### src/rtl/compute_dispatch_ctrl.sv
// Dispatch controller: hands a selector-chosen op to one executor engine and times its execution.
// Optional watchdog enabled by defining COMPUTE_TIMEOUT_EN.
module compute_dispatch_ctrl #(
  parameter int NUM_ENGINES    = 5,
  parameter int ADDR_WIDTH     = 14,
  parameter int OP_WIDTH       = 3,
  parameter int CNT_WIDTH      = 32,
  parameter int TIMEOUT_CYCLES = 1000000
) (
  input  logic                              clk,
  input  logic                              rst,
  input  logic                              start,
  input  logic                              sel_result_valid,
  input  logic                              sel_abort,
  input  logic [OP_WIDTH-1:0]               sel_result_op,
  input  logic [ADDR_WIDTH-1:0]             sel_bram_addr,
  output logic [NUM_ENGINES-1:0]            eng_start,
  input  logic [NUM_ENGINES-1:0]            eng_busy,
  input  logic [NUM_ENGINES-1:0]            eng_done,
  input  logic [NUM_ENGINES*ADDR_WIDTH-1:0] eng_bram_addr,
  output logic [ADDR_WIDTH-1:0]             bram_rd_addr,
  output logic                              busy,
  output logic                              done,
  output logic                              error,
  output logic                              timeout,
  output logic [OP_WIDTH-1:0]               active_engine,
  output logic [CNT_WIDTH-1:0]              cycle_count
);

  localparam logic [2:0] ST_IDLE      = 3'd0;
  localparam logic [2:0] ST_SELECTING = 3'd1;
  localparam logic [2:0] ST_DISPATCH  = 3'd2;
  localparam logic [2:0] ST_EXECUTING = 3'd3;
  localparam logic [2:0] ST_DONE      = 3'd4;
  localparam logic [2:0] ST_ERROR     = 3'd5;

  localparam logic [OP_WIDTH:0]    NUM_ENG_L = (OP_WIDTH+1)'(NUM_ENGINES);
  localparam logic [CNT_WIDTH-1:0] CNT_MAX   = {CNT_WIDTH{1'b1}};

  logic [2:0]             state_r;
  logic [2:0]             next_state_s;
  logic [OP_WIDTH-1:0]    active_engine_r;
  logic [CNT_WIDTH-1:0]   cycle_count_r;
  logic                   busy_r;
  logic                   done_r;
  logic                   error_r;
  logic                   timeout_r;
  logic                   act_busy_s;
  logic                   act_done_s;
  logic [ADDR_WIDTH-1:0]  act_addr_s;
  logic [NUM_ENGINES-1:0] act_onehot_s;
  logic                   op_valid_s;
  logic                   launch_s;
  logic                   timeout_hit_s;
  logic                   engine_phase_s;

  // Per-engine signals of the latched engine, selected by a compare loop so out-of-range ops select nothing
  always_comb begin
    act_busy_s   = 1'b0;
    act_done_s   = 1'b0;
    act_addr_s   = {ADDR_WIDTH{1'b0}};
    act_onehot_s = {NUM_ENGINES{1'b0}};
    for (int i = 0; i < NUM_ENGINES; i++) begin
      if (active_engine_r == OP_WIDTH'(i)) begin
        act_busy_s      = eng_busy[i];
        act_done_s      = eng_done[i];
        act_addr_s      = eng_bram_addr[i*ADDR_WIDTH +: ADDR_WIDTH];
        act_onehot_s[i] = 1'b1;
      end else begin
        act_onehot_s[i] = 1'b0;
      end
    end
  end

  assign op_valid_s     = ({1'b0, sel_result_op} < NUM_ENG_L);
  assign launch_s       = (state_r == ST_DISPATCH) && !act_busy_s && !rst;
  assign engine_phase_s = (state_r == ST_DISPATCH) || (state_r == ST_EXECUTING);

`ifdef COMPUTE_TIMEOUT_EN
  localparam logic [CNT_WIDTH-1:0] TIMEOUT_LAST = CNT_WIDTH'(TIMEOUT_CYCLES - 1);
  assign timeout_hit_s = (cycle_count_r == TIMEOUT_LAST);
`else
  assign timeout_hit_s = 1'b0;
`endif

  // Next-state decode; start is only looked at from IDLE, DONE and ERROR
  always_comb begin
    next_state_s = state_r;
    case (state_r)
      ST_IDLE: begin
        if (start) next_state_s = ST_SELECTING;
        else       next_state_s = ST_IDLE;
      end
      ST_SELECTING: begin
        if (sel_result_valid) next_state_s = op_valid_s ? ST_DISPATCH : ST_ERROR;
        else if (sel_abort)   next_state_s = ST_IDLE;
        else                  next_state_s = ST_SELECTING;
      end
      ST_DISPATCH: begin
        if (launch_s) next_state_s = ST_EXECUTING;
        else          next_state_s = ST_DISPATCH;
      end
      ST_EXECUTING: begin
        if (act_done_s)         next_state_s = ST_DONE;
        else if (timeout_hit_s) next_state_s = ST_ERROR;
        else                    next_state_s = ST_EXECUTING;
      end
      ST_DONE, ST_ERROR: begin
        if (!start) next_state_s = ST_IDLE;
        else        next_state_s = state_r;
      end
      default: next_state_s = ST_IDLE;
    endcase
  end

  // State, status flags, latched engine index and execution counter
  always_ff @(posedge clk) begin
    if (rst) begin
      state_r         <= ST_IDLE;
      busy_r          <= 1'b0;
      done_r          <= 1'b0;
      error_r         <= 1'b0;
      timeout_r       <= 1'b0;
      active_engine_r <= {OP_WIDTH{1'b0}};
      cycle_count_r   <= {CNT_WIDTH{1'b0}};
    end else begin
      state_r <= next_state_s;
      busy_r  <= (next_state_s == ST_SELECTING) || (next_state_s == ST_DISPATCH) ||
                 (next_state_s == ST_EXECUTING);
      done_r  <= (next_state_s == ST_DONE);

      // error/timeout are sticky until the next request is accepted
      if ((state_r == ST_IDLE) && start) begin
        error_r   <= 1'b0;
        timeout_r <= 1'b0;
      end else if (next_state_s == ST_ERROR) begin
        error_r   <= 1'b1;
        timeout_r <= timeout_r | (state_r == ST_EXECUTING);
      end else begin
        error_r   <= error_r;
        timeout_r <= timeout_r;
      end

      if ((state_r == ST_SELECTING) && sel_result_valid) begin
        active_engine_r <= sel_result_op;
      end else begin
        active_engine_r <= active_engine_r;
      end

      // The watchdog edge freezes the count at the limit; a done edge still counts its clock
      if (launch_s) begin
        cycle_count_r <= {CNT_WIDTH{1'b0}};
      end else if ((state_r == ST_EXECUTING) && (act_done_s || !timeout_hit_s) &&
                   (cycle_count_r != CNT_MAX)) begin
        cycle_count_r <= cycle_count_r + {{(CNT_WIDTH-1){1'b0}}, 1'b1};
      end else begin
        cycle_count_r <= cycle_count_r;
      end
    end
  end

  assign eng_start     = launch_s ? act_onehot_s : {NUM_ENGINES{1'b0}};
  assign bram_rd_addr  = engine_phase_s ? act_addr_s : sel_bram_addr;
  assign busy          = busy_r;
  assign done          = done_r;
  assign error         = error_r;
`ifdef COMPUTE_TIMEOUT_EN
  assign timeout       = timeout_r;
`else
  assign timeout       = 1'b0;
`endif
  assign active_engine = active_engine_r;
  assign cycle_count   = cycle_count_r;

endmodule

### config.mk
export PLATFORM = sky130hd
export DESIGN_NAME = compute_dispatch_ctrl
export DESIGN_NICKNAME = d
export VERILOG_FILES = /design/src/rtl/compute_dispatch_ctrl.sv
export SDC_FILE = /design/constraint.sdc
export NUM_CORES = 1
export LEC_CHECK = 0
export CORE_AREA = 8 8 123 125
export DETAILED_ROUTE_END_ITERATION = 7
export DIE_AREA = 0 0 131 133
export GPL_TIMING_DRIVEN = 1
export PLACE_DENSITY_LB_ADDON = 0.3
export SYNTH_ARGS = -nofsm -noshare
export SYNTH_HDL_FRONTEND = slang
export SYNTH_SLANG_ARGS = --single-unit
### constraint.sdc
create_clock -name clk -period 3.74 [get_ports clk]
set_clock_uncertainty 0.1 [all_clocks]
set_input_delay 0.748 -clock clk [delete_from_list [all_inputs] [get_ports clk]]
set_output_delay 0.748 -clock clk [all_outputs]
set_load 0.03 [all_outputs]
[Yosys cells after proc, flatten, opt, wreduce, memory -nomap -nowiden]
Cells that the tools add are included.
Word-level totals
  flip-flop bits (word level): 41
  bits of input ports: 102
  output and inout bits: 58
  word-level logic and storage cells: 68
Operators by class
  add/sub/neg operators: 1
  magnitude comparators: 1
  equality and inequality tests: 15
  muxes and demuxes: 30
  reduce and logical (&&, ||, !) cells: 15
Operators with widths (count)
  $mux 14: 6
  $add 32x1->32 const B: 1
  $ne 32x32->1 const B: 1
  $eq 3x2->1 const B: 6
  $mux 1: 18
  $eq 3x3->1 const B: 5
  $pmux 3 s5: 1
  $mux 3: 4
  $eq 3x1->1 const B: 3
  $logic_not 3->1: 2
  $reduce_or 2->1: 3
  $logic_and 1x1->1: 5
  $mux 5: 1
  $logic_or 1x1->1: 3
  $lt 3x3->1 const B: 1
  $logic_not 1->1: 2

[Depth between registers and ports, before layout]
  depth after elaboration: 14
  gate-level depth with buffers: 8
  gate-level depth less buffers: 6

[Least setup slack after synthesis]
Ideal clock, no wire load.
  kind: input-to-output
  start: input port eng_busy[3]
  end: output port eng_start[2]
  data arrival time: 2.518 ns
  data required time: 2.892 ns
  path slack: 0.374 ns
  stages on the path: 3
  path buffers: 0
  cell sequence: mux4_2 -> or4_1 -> nor3b_1
Between the ends
  cells in the longest elaborated chain, start to end: 6
Ends and longest elaborated chain
  start: declaration: line 18  | input logic [NUM_ENGINES-1:0] eng_busy,
  $mux 1 (2 in series): line 64  | if (active_engine_r == OP_WIDTH'(i)) begin
  $logic_not 1->1: line 76  | assign launch_s = (state_r == ST_DISPATCH) && !act_busy_s && !rst;
  $logic_and 1x1->1 (2 in series): line 76
  $mux 5: line 162  | assign eng_start = launch_s ? act_onehot_s : {NUM_ENGINES{1'b0}};
  end: declaration: line 17  | output logic [NUM_ENGINES-1:0] eng_start,
No other way between the ends.

[Final worst setup path]
  start: input port eng_busy[2]
  end: output port eng_start[2]
Between the ends
  cells in the longest elaborated chain, start to end: 7
Ends and longest elaborated chain (line)
  $mux 1 (3 in series): 64
  $logic_not 1->1: 76
  $logic_and 1x1->1 (2 in series): 76
  $mux 5: 162
No other way between the ends.

==> summary.md <==
| Metric | Value |
|---|---|
| Status | finished clean |
| VDD IR max | 147 uV |
| Crit. End Element | primary output |
| Total Power | 1.21 mW |
| Finished Core Util | 37.0% |
| Final ANT Viol Nets | 0 |
| Vias | 3,401 |
| RSZ-0062 raised after global routing | false |
| Cts bufs inserted | 5 |
| Pleak | 1.69 nW |
| Clk slew on worst S/H paths | 0.06 ns |
| Syn Area/Cell | 8.51 um^2 |
| Post-synth ARST share | 0% |
| P_sw | 0.331 mW |
| # fillers | 1,325 |
| Post-route DRC | 0 |
| Period utilisation layout | 96.5% |
| Worst Hold Endpoint | error$_SDFFE_PP0N_ |
| Post-DP Area | 4690 um^2 |
| Cell area after layout | 4840 um^2 |
| Number of synthesized register bits | 41 |
| Sequential fraction of the synthesis area | 27.9% |
| Seq pwr share | 37.6% |
| RePlAce Congestion | 1.05 |
| Critical Path Start Type | input port |
| EDFF count, synth | 0 |
| Worst endpoint required time | 2.89 ns |
| Vias in the first global route | 3,432 |
| Cell Chain, Critical Path | clkdlybuf4s50_1 > mux4_2 > or4_1 > nor3b_1 > buf_4 |
| CP Max Fanout | 3 |
| Synth unique cells | 55 |
| Die height | 133 um |
| CTS Hold Bufs | 0 |
| Pwr dens | 249 nW/um^2 |
| Via density | 5.02 |
| Share of layout cells above drive strength 1 | 10.6% |
| Reg2reg end | cycle_count[27]$_SDFFE_PP0P_ |
| Core Rows | 42 |
| Reg area | 821 um^2 |
| Final hold vios | 0 |
| Initial antenna violation count | 1 |
| P&R area growth vs syn | 64.4% |
| Later-pin clock latency in the skew report | 0.29 ns |
| Clock share of power | 36.2% |
| Cells after DPL | 669 |
| Worst Path Arrival | 2.76 ns |
| Tot GR Track Use | 13.4% |
| Setup Fix Bufs, Post-CTS | 0 |
| Critical setup path kind | in -> out |
| Post-CTS sizing | 0 |
| CTS tree | yes |
| First-pass GRT wire length | 18.5 mm |
| Min-delay src | error$_SDFFE_PP0N_ |
| Post-layout min period | 3.61 ns |
| CTS root buffer | clkbuf_16 |
| Multi-input gate area | 1950 um^2 |
| DP HPWL | 10.0 mm |
| DRT iter0 DRCs | 176 |
| Final Max Tran Viols | 0 |
| Max transition margin | 57.6% |
| I/O Buffers | 158 |
| # IOs | 160 |
| Netlist Area Pre-Place | 2940 um^2 |
| Hold Crit Depth | 2 |
| R2R Path Start | active_engine[0]$_SDFFE_PP0P_ |
| Worst Setup Slack, final | 0.132 ns |
| Gate power share | 26.2% |
| Die X | 131 um |
| WL final | 12.5 mm |
| DP Worst Slack | 0.119 ns |
| Slew @ Worst Pin | 0.635 ns |
| Max Cap Viol | 0 |
| Max Root-Sink Buffers | 2 |
| Slowest cell on the critical path | mux4_2 |
| Crit-path max cell delay | 0.55 ns |
| Gate Count Post-Synth | 346 |
| Setup TNS | 0 ns |
| Setup violators final | 0 |
| Sw Share | 27.4% |
| Hold_ws | 0.403 ns |
| Non-Filler Instances | 678 |
| WL per Instance | 18.4 um |
| Nets | 603 |
| Core area | 13,100 um^2 |
| CTS Sinks | 41 |
| Initial Utilization | 22.5% |
| Post-Syn Nets | 449 |
| Predominant post-synthesis flop cell | dfxtp_1 |
| Die area | 17,400 um^2 |
| Synth warn | 0 |
| Max Fclk | 277 MHz |
| Remaining Overflow, GRT | 0 |
| Pre-antenna DRT Iters | 4 |
| R2r setup slk | 1.26 ns |
| Internal cell power | 0.874 mW |
| Worst Hold Class | reg -> reg |
| Largest net degree at the start of global routing | 32 |
| Worst R2R Path Depth | 5 |
| H-tree level count | 2 |
## synthesized netlist by cell type, types with 5 or more instances
library cell	n	area, um^2
dfxtp_1	41	821
nand2_1	38	143
o21ai_0	35	175
a21oi_1	27	135
nor2_1	21	78.8
or3_1	18	113
mux4_2	15	338
a22oi_1	14	105
nand3_1	14	70.1
nand4_1	10	62.6
nor3_1	8	40.0
or4_1	8	60.1
o211ai_1	7	52.6
buf_4	6	45.0
clkbuf_1	6	22.5
and2_1	5	31.3
buf_6	5	56.3
nor4_1	5	31.3
## critical path: cells and delay by family
family | cells | cell delay [ns]
buffers and inverters | 2 | 0.64
muxes | 1 | 0.55
and+or+nand+nor | 2 | 0.81
## layer usage
metal	vias up	global-route usage [%]	share of wire, %
met5	-	0	0
met4	0	4.85	2.4
met3	14	4.98	11
met2	148	23.7	48
met1	1604	14.1	38
li1	1635	-	-
## cell families after synthesis
kind of cell | after synthesis | share of synthesized area, %
AOI/OAI and AO/OA | 95 | 19.6
xor gates and xnor gates | 4 | 1.19
adders and majority gates | 1 | 0.425
buffers and inverters | 28 | 5.78
DFF | 41 | 27.9
muxes | 19 | 12.8
other | 1 | 0.127
and+or+nand+nor | 157 | 32.2
## power groups by stage
| stage | logic [mW] | clock network, mW | registers (mW) |
|---|---|---|---|
| 3_3_place_gp | 0.315 | 0 | 0.463 |
| 4_1_cts | 0.318 | 0.448 | 0.454 |
| 2_1_floorplan | 0.141 | 0 | 0.462 |
| 5_1_grt | 0.338 | 0.472 | 0.455 |
| 3_5_place_dp | 0.317 | 0 | 0.464 |
| 6_report | 0.315 | 0.436 | 0.454 |
## cells in the final DEF (no fill, tap or decap), types with 2 or more instances in the layout
master / n
mux2i_1: 4
nor3b_1: 3
nand4_1: 10
a22oi_1: 14
nor4_1: 5
or4_1: 8
or3_1: 18
nor4b_1: 2
and4_1: 4
o31ai_1: 4
o21ai_0: 35
nor4_4: 2
dfxtp_1: 41
and3_1: 2
buf_4: 16
xor2_1: 3
a21oi_1: 27
inv_1: 4
nand2_1: 38
and2_1: 5
nor2_1: 21
mux4_2: 15
nand3_1: 14
nand2b_1: 3
o211ai_1: 7
clkbuf_16: 5
nor3_1: 8
clkdlybuf4s50_1: 154
## worst max path at each step
stage / start / endpoint / slack [ns]
2_1_floorplan: eng_busy[3] / eng_start[2] / 0.37
3_3_place_gp: eng_busy[2] / eng_start[2] / 0.08
3_5_place_dp: eng_busy[2] / eng_start[2] / 0.12
4_1_cts: eng_busy[2] / eng_start[2] / 0.11
5_1_grt: eng_busy[2] / eng_start[2] / 0.07
6_report: eng_busy[2] / eng_start[2] / 0.13
## sequential cells by signal (all words and copies together), names as in the netlist
| register | count |
|---|---|
| done | 1 |
| error | 1 |
| cycle_count | 32 |
| active_engine | 3 |
| busy | 1 |
| state_r | 3 |
## final cells by class
| type | instances | share of cell area (%) |
|---|---|---|
| clock buffer | 5 | 2.59 |
| timing repair buffer | 171 | 34.7 |
| multi-input combinational | 277 | 40.4 |
| clock inverter | 3 | 0.440 |
| inverter | 4 | 0.310 |
| antenna | 1 | 0.0517 |
| tap | 176 | 4.55 |
| sequential | 41 | 17.0 |
No activity file was read; power rests on OpenSTA's default activity.
==> edit, RTL diff (same flow settings) <==
The option `COMPUTE_TIMEOUT_EN` is turned on by a define.
--- a/src/rtl/compute_dispatch_ctrl.sv
+++ b/src/rtl/compute_dispatch_ctrl.sv
@@ -2,2 +2,4 @@
 // Optional watchdog enabled by defining COMPUTE_TIMEOUT_EN.
+`define COMPUTE_TIMEOUT_EN
+
 module compute_dispatch_ctrl #(
Behaviour: same outputs for any inputs over 10 cycles, from zero or initial values and one cycle with rst high; that may be too few to reach the edited logic, so the function may still have changed.
==> edit against the unedited design <==
- final area up 0.70%
- sequential share of layout area up 0.29 points
- global-route usage about the same
- core utilization grew 0.26 points
- via count down 4.3%
- total power grew 8.8%
- synthesized area is 0.13% higher
- clock power grew 17%
- fmax up 3.2%
- worst setup slack improved by 0.11 ns
- sequential cell count is 1 higher
- wire length down 5.6%
- critical endpoint is now bram_rd_addr[3]
- largest cell class unchanged
- highest routed layer unchanged
==> edit: results (changes against the unedited design) <==
.. list-table::
   :header-rows: 1

   * - Metric
     - Value
   * - Part of the Yosys area used for sequential elements
     - 0.285 (was 0.279)
   * - Multi-input gates
     - 266 (was 277)
   * - Overall routing resource usage
     - 0.135 (was 0.134)
   * - Share of cell area taken by muxes after synthesis
     - 0.132 (was 0.128)
   * - First-pass GRT wire length
     - 18.5 mm (about the same)
   * - Arrival time of the worst setup path
     - 2.65 ns (was 2.76 ns)
   * - Weighted congestion at the end of routability-driven global placement
     - 0.814 (was 1.05)
   * - Non-clk bufs
     - 169 (was 171)
   * - Initial antenna violation count
     - 0 (was 1)
   * - Family with the most delay on the worst path
     - buffers and inverters (was simple AND/OR/NAND/NOR gates)
   * - Combinational-cell power consumption
     - 337 µW (was 315 µW)
   * - Synthesized net count
     - 440 (was 449)
   * - Worst reg2reg path startpoint
     - active_engine[1] (was active_engine[0])
   * - Status
     - finished, final reports clean (unchanged)
   * - Adder-cell share of the synthesized area
     - 0.00424 (was 0.00425)
   * - Number of sequential storage elements
     - 42 (was 41)
   * - Largest vdd supply drop
     - 140 µV (was 147 µV)
   * - Worst slack on hold paths
     - 0.366 ns (was 0.403 ns)
   * - Fraction of layout instances using a drive strength above 1
     - 0.125 (was 0.106)
   * - Post-synthesis cell type count
     - 63 (was 55)
   * - Number of instances in the placed design
     - 655 (was 669)
   * - Number of global-route vias before repair
     - 3,473 (was 3,432)
   * - RR Endpoint
     - error (was cycle_count[27])
   * - Portion of total power attributed to the clock network
     - 0.388 (was 0.362)
   * - Maximum fanout encountered on the critical timing path
     - 1 (was 3)
   * - Final layout net count
     - 591 (was 603)
   * - Share of the final layout cell area in multi-input gates
     - 0.400 (was 0.404)
## edit: cell types whose count changed after synthesis, moves of 3 or more
cell / change
sky130_fd_sc_hd__nor2_1: +35
sky130_fd_sc_hd__o21ai_0: -23
sky130_fd_sc_hd__nand2_1: -18
sky130_fd_sc_hd__a221oi_1: +14
sky130_fd_sc_hd__a22oi_1: -13
sky130_fd_sc_hd__xor2_1: +10
sky130_fd_sc_hd__a21oi_1: -9
sky130_fd_sc_hd__o211ai_1: -6
sky130_fd_sc_hd__or3_1: -6
sky130_fd_sc_hd__buf_2: +4
sky130_fd_sc_hd__o21a_1: +4
sky130_fd_sc_hd__or4_1: -4
sky130_fd_sc_hd__and2_1: -3
## edit: how the worst max path moves through the flow
stage                                  from              end  slack, ns  cells after the start
after floorplan                 eng_busy[3]     eng_start[2]       0.55                      4
after global placement    eng_bram_addr[31]  bram_rd_addr[3]       0.21                      5
after detailed placement  eng_bram_addr[31]  bram_rd_addr[3]       0.24                      5
after CTS                  active_engine[1]  bram_rd_addr[3]       0.07                      4
after global routing       active_engine[0]  bram_rd_addr[3]        0.1                      5
final                     eng_bram_addr[31]  bram_rd_addr[3]       0.24                      5
## edit: per-stage QoR
stage / setup WS (ns) / cell area (µm²)
after floorplan: 0.546 / 2950
after global routing: 0.0953 / 4870
final: 0.244 / 4870
after global placement: 0.209 / 4660
after detailed placement: 0.242 / 4660
after CTS: 0.0686 / 4830
## edit: metal layers
metal,share of wire,routed length (µm),vias to the layer above,global-route usage
li1,-,-,1566,-
met2,0.50,5910,154,0.240
met3,0.11,1310,9,0.0571
met5,0,0,-,0
met4,0.012,138,0,0.0294
met1,0.37,4400,1527,0.142
